`src/rtl/debounce_bank_pkg.sv`:
```
// Shared constants for the debounce bank: default parameter values and the
// legal range of each parameter, plus a small range-test helper.
package debounce_bank_pkg;

    localparam int CHANNELS_DEF    = 4;
    localparam int CHANNELS_MIN    = 1;
    localparam int CHANNELS_MAX    = 32;

    localparam int COUNT_W_DEF     = 3;
    localparam int COUNT_W_MIN     = 1;
    localparam int COUNT_W_MAX     = 24;

    localparam int SYNC_STAGES_DEF = 2;
    localparam int SYNC_STAGES_MIN = 2;
    localparam int SYNC_STAGES_MAX = 4;

    localparam logic RESET_STATE_DEF = 1'b0;

    // True when value lies inside [lo, hi]; used for elaboration-time checks.
    function automatic bit in_range(input int value, input int lo, input int hi);
        return (value >= lo) && (value <= hi);
    endfunction

endpackage

```
`src/rtl/debounce_channel.sv`:
```
// One debounce channel: synchroniser chain, stability counter, debounced
// level and registered rise/fall pulses. 'toggle' is the combinational
// "state flips on this edge" indicator so the top can register any_change
// in the same cycle as the pulses.
module debounce_channel
    import debounce_bank_pkg::*;
#(
    parameter int   COUNT_W     = COUNT_W_DEF,
    parameter int   SYNC_STAGES = SYNC_STAGES_DEF,
    parameter logic RESET_STATE = RESET_STATE_DEF
) (
    input  logic CLK,
    input  logic RST_N,
    input  logic raw,
    output logic state,
    output logic rise,
    output logic fall,
    output logic toggle
);

    typedef logic [COUNT_W-1:0] count_t;

    logic [SYNC_STAGES-1:0] sync;
    logic                   sync_out;
    logic                   mismatch;
    count_t                 count;

    assign sync_out = sync[SYNC_STAGES-1];
    assign mismatch = (sync_out != state);
    assign toggle   = mismatch && (count == '1);

    // Synchroniser: shift the asynchronous level through SYNC_STAGES flops.
    // NOTE: sequential state uses non-blocking (<=) so every flop samples
    // pre-edge values regardless of statement order.
    always_ff @(posedge CLK) begin
        if (!RST_N) begin
            sync <= {SYNC_STAGES{RESET_STATE}};
        end else begin
            sync <= {sync[SYNC_STAGES-2:0], raw};
        end
    end

    // Stability counter and debounced level; any agreement clears the count,
    // and the count wraps to zero on the edge where state flips.
    always_ff @(posedge CLK) begin
        if (!RST_N) begin
            count <= '0;
            state <= RESET_STATE;
        end else if (!mismatch) begin
            count <= '0;
        end else if (toggle) begin
            count <= '0;
            state <= ~state;
        end else begin
            count <= count + count_t'(1);
        end
    end

    // Edge pulses: high for the single cycle after state changes.
    always_ff @(posedge CLK) begin
        if (!RST_N) begin
            rise <= 1'b0;
            fall <= 1'b0;
        end else begin
            rise <= toggle && !state;
            fall <= toggle &&  state;
        end
    end

endmodule

```
`src/rtl/debounce_bank.sv`:
```
// Bank of independent debounced inputs. Each bit gets its own
// debounce_channel; any_change is the registered OR of all channel toggles,
// so it lines up with the rise/fall pulses.
module debounce_bank
    import debounce_bank_pkg::*;
#(
    parameter int   CHANNELS    = CHANNELS_DEF,
    parameter int   COUNT_W     = COUNT_W_DEF,
    parameter int   SYNC_STAGES = SYNC_STAGES_DEF,
    parameter logic RESET_STATE = RESET_STATE_DEF
) (
    input  logic                CLK,
    input  logic                RST_N,
    input  logic [CHANNELS-1:0] raw_input,
    output logic [CHANNELS-1:0] state,
    output logic [CHANNELS-1:0] rise,
    output logic [CHANNELS-1:0] fall,
    output logic                any_change
);

    // Reject out-of-range parameters at elaboration.
    if (!in_range(CHANNELS, CHANNELS_MIN, CHANNELS_MAX)) begin : g_bad_channels
        $error("debounce_bank: CHANNELS out of range");
    end
    if (!in_range(COUNT_W, COUNT_W_MIN, COUNT_W_MAX)) begin : g_bad_count_w
        $error("debounce_bank: COUNT_W out of range");
    end
    if (!in_range(SYNC_STAGES, SYNC_STAGES_MIN, SYNC_STAGES_MAX)) begin : g_bad_sync
        $error("debounce_bank: SYNC_STAGES out of range");
    end

    logic [CHANNELS-1:0] toggle;

    for (genvar i = 0; i < CHANNELS; i++) begin : g_ch
        debounce_channel #(
            .COUNT_W     (COUNT_W),
            .SYNC_STAGES (SYNC_STAGES),
            .RESET_STATE (RESET_STATE)
        ) u_channel (
            .CLK    (CLK),
            .RST_N  (RST_N),
            .raw    (raw_input[i]),
            .state  (state[i]),
            .rise   (rise[i]),
            .fall   (fall[i]),
            .toggle (toggle[i])
        );
    end

    // Registered change flag, asserted in the same cycle as any pulse.
    always_ff @(posedge CLK) begin
        if (!RST_N) begin
            any_change <= 1'b0;
        end else begin
            any_change <= |toggle;
        end
    end

endmodule

```
`config.mk`:
```
export PLATFORM = sky130hd
export DESIGN_NAME = debounce_bank
export DESIGN_NICKNAME = d
export VERILOG_FILES = /design/src/rtl/debounce_bank_pkg.sv /design/src/rtl/debounce_channel.sv /design/src/rtl/debounce_bank.sv
export SDC_FILE = /design/constraint.sdc
export NUM_CORES = 1
export LEC_CHECK = 0
export CAP_MARGIN = 5
export CORE_UTILIZATION = 44
export CTS_CLUSTER_DIAMETER = 60
export DETAILED_ROUTE_END_ITERATION = 10
export GPL_TIMING_DRIVEN = 0
export PLACE_DENSITY = 0.72
export SLEW_MARGIN = 30
export SYNTH_ARGS = -nofsm -noshare
export SYNTH_HDL_FRONTEND = slang
export SYNTH_SLANG_ARGS = --single-unit
```
`constraint.sdc`:
```
create_clock -name CLK -period 3.1 [get_ports CLK]
set_clock_uncertainty 0.2 [all_clocks]
set_input_delay 0.62 -clock CLK [delete_from_list [all_inputs] [get_ports CLK]]
set_output_delay 0.62 -clock CLK [all_outputs]
set_load 0.02 [all_outputs]
```
==> metrics.yaml <==
setup_path:
  r2r-start: "g_ch[3].u_channel.count[0]"
  worst-path-max-fanout: 5
  rrSetupSlack_ps: 1670
  crit_path_end_kind: "output port"
  path_delay_family: "buffers and inverters"
  max_stage_delay_ps: 580
  crit_chain: "buf_4 > clkdlybuf4s50_1"
  criticalPathCategory: "register to output port"
  cp_slowest_cell: "clkdlybuf4s50_1"
  r2r_end: "g_ch[3].u_channel.count[2]"
  cp_num_buf_inv: 2
  path_depth: 2
  ff2ff_path_depth: 4
  worstPathRequired_ps: 2280
  start_kind: "register"
  crit_arrival_ps: 1460
pwr:
  p_leak_nw: 0.678
  vdd_drop_max_uv: 416
  internal-power_uw: 574
  powerDensity_nw_per_um2: 476
  p_seq_frac: 0.602
  switching_share: 0.203
  power_frac_comb: 0.027
  p_sw_uw: 146
  pwr-share-clk: 0.370
hold_path:
  min_from: "g_ch[2].u_channel.sync[0]"
  hold_class: "register to register"
  hold_path_depth: 1
  holdPathEnd: "g_ch[2].u_channel.sync[1]"
final_layout:
  antenna_cells: 0
  areaGrowthSynthToFinish_pct: 23.5
  mostFrequentLayoutCells: "dfxtp_1 (33), clkdlybuf4s50_1 (18), and2_1 (16)"
  drive_gt1_frac: 0.167
  n_fill_cell: 222
  nets: 145
  seqCellArea_um2: 661
  layout_commonest_cell: "dfxtp_1"
  multiInputGateArea_um2: 464
floorplan:
  ios: 19
  die_y_um: 54.7
  floorplan.initialDensity: 0.481
  dieArea_um2: 3000
  core_area_um2: 2540
  die_w_um: 54.7
  row_count: 18
yosys:
  ys_types: 16
  syn_nets: 120
  ys_ff_latch: 33
  ys_seq_area_frac: 0.540
  syn_area_per_cell_um2: 11.5
  synth_top_area_share: 0.540
  ys_warn_count: 0
  yosysTopAreaCell: "dfxtp_1"
  synthTopCellsByArea: "dfxtp_1 (54%), and2_1 (8.2%), ha_1 (8.2%)"
  syn_inst: 106
  syn_area_um2: 1220
global_routing:
  overflow: 0
  grt_first_pass_wirelength_um: 2970
  met3_usage: 0.0917
  antenna_found_initial: 0
  grt.met1_usage: 0.162
  busiest_layer: "met2"
  use_met2: 0.231
  gr-usage-all-layers: 0.151
  grt_max_degree: 11
  grt_pass1_vias: 695
timing:
  period_needed_ps: 2280
  slew_headroom: 0.822
  fin_hold_ws_ps: 239
  period_share: 0.737
  final.setup.tns_ps: 0
  setup_viol: 0
  rsz0062_at_grt: "false"
  hold_viol_final: 0
  tightestPinTransition_ps: 267
  max_freq_mhz: 438
  drv_slew: 0
routing:
  vias: 725
  vias_per_cell: 4.48
  first_pass_iters: 2
  routed_wl_um: 1630
  drt_iter0_drc: 2
  wl_per_cell_um: 10.1
  ant_nets: 0
  route.detailed.drc: 0
outcome:
  status: "finished, final reports clean"
clock_tree:
  clk_latency_ps: 330
  clk_pin_slew_worst_paths_ps: 100
  root_buffer: "clkbuf_4"
  cts_tree: "done"
  htree_levels: 2
  clock_sinks: 33
  postCtsHoldBufs: 0
  cts_setup_buffers: 0
  cts_buffers: 5
  cts.path.max_buffers: 2
  cts-resized-gates: 0
placed_design:
  portBuffers: 18
  post-dp-hpwl_um: 1160
  gp_congestion: 0.732
run:
  maxCapViolCount: 0
-- worst max-delay path by stage --
stage / end / start / slack [ps]
after global placement: g_ch[3].u_channel.sync[1] / RST_N / 1040
after global routing: state[3] / g_ch[3].u_channel.state / 710
after detailed placement: g_ch[0].u_channel.sync[1] / RST_N / 1030
after floorplan: g_ch[0].u_channel.count[1] / RST_N / 1720
final: state[3] / g_ch[3].u_channel.state / 820
after CTS: state[1] / g_ch[1].u_channel.state / 800
-- logic make-up (layout without fill, tap and decap cells) --
| logic type | Yosys count | in the layout | synth area share |
|---|---|---|---|
| AOI/OAI and AO/OA | 3 | 3 | 0.0184 |
| xor gates and xnor gates | 4 | 4 | 0.0286 |
| adders and majority gates | 8 | 8 | 0.0818 |
| buffers and inverters | 14 | 40 | 0.0808 |
| DFF | 33 | 33 | 0.540 |
| muxes | 4 | 4 | 0.0327 |
| and+or+nand+nor | 40 | 40 | 0.218 |
-- power groups by stage --
stage / clock [mW] / combinational, mW / sequential, mW
final: 0.266 / 0.0197 / 0.434
after global routing: 0.304 / 0.0224 / 0.435
after CTS: 0.275 / 0.0201 / 0.434
after detailed placement: 0 / 0.0199 / 0.444
after global placement: 0 / 0.0193 / 0.443
after floorplan: 0 / 0.0111 / 0.443
-- per-stage QoR --
step | cells | instance area, um^2 | util | total power [mW] | setup WS, ps
final | 162 | 1510 | 0.594 | 0.720 | 816
after global routing | 162 | 1510 | 0.594 | 0.762 | 705
after CTS | 162 | 1510 | 0.594 | 0.729 | 799
after detailed placement | 154 | 1440 | 0.566 | 0.463 | 1030
after global placement | 154 | 1440 | 0.566 | 0.463 | 1040
after floorplan | 106 | 1220 | - | 0.454 | 1720
-- area by class of cell --
class,count,area share
clock inverters,1,0.00331
well taps,30,0.0248
plain buffers,14,0.0654
flip-flops and latches,33,0.437
clock buffers,7,0.0430
multi-input cells,59,0.307
repair buffers,18,0.119
-- synthesized netlist by cell type --
cell type / number
a21boi_0: 1
and2_1: 16
buf_4: 12
ha_1: 8
mux2i_1: 4
and2b_1: 3
buf_2: 1
and3b_1: 4
nand2_1: 4
nor3b_1: 8
a22oi_1: 2
xor2_1: 4
clkbuf_1: 1
nor2b_2: 1
nor2b_1: 4
dfxtp_1: 33
-- routing by layer --
layer	share of wire	wire, um	vias to the layer above
met2	0.46	745	15
met4	0.024	40	0
met3	0.062	101	5
met5	0	0	-
li1	-	-	387
met1	0.46	746	318
-- flip-flops by register name, indices dropped and copies added (netlist names) --
register              flops
g_ch.u_channel.rise       4
g_ch.u_channel.sync       8
g_ch.u_channel.count     12
g_ch.u_channel.state      4
g_ch.u_channel.fall       4
any_change                1
(Power assumes the default switching activity.)
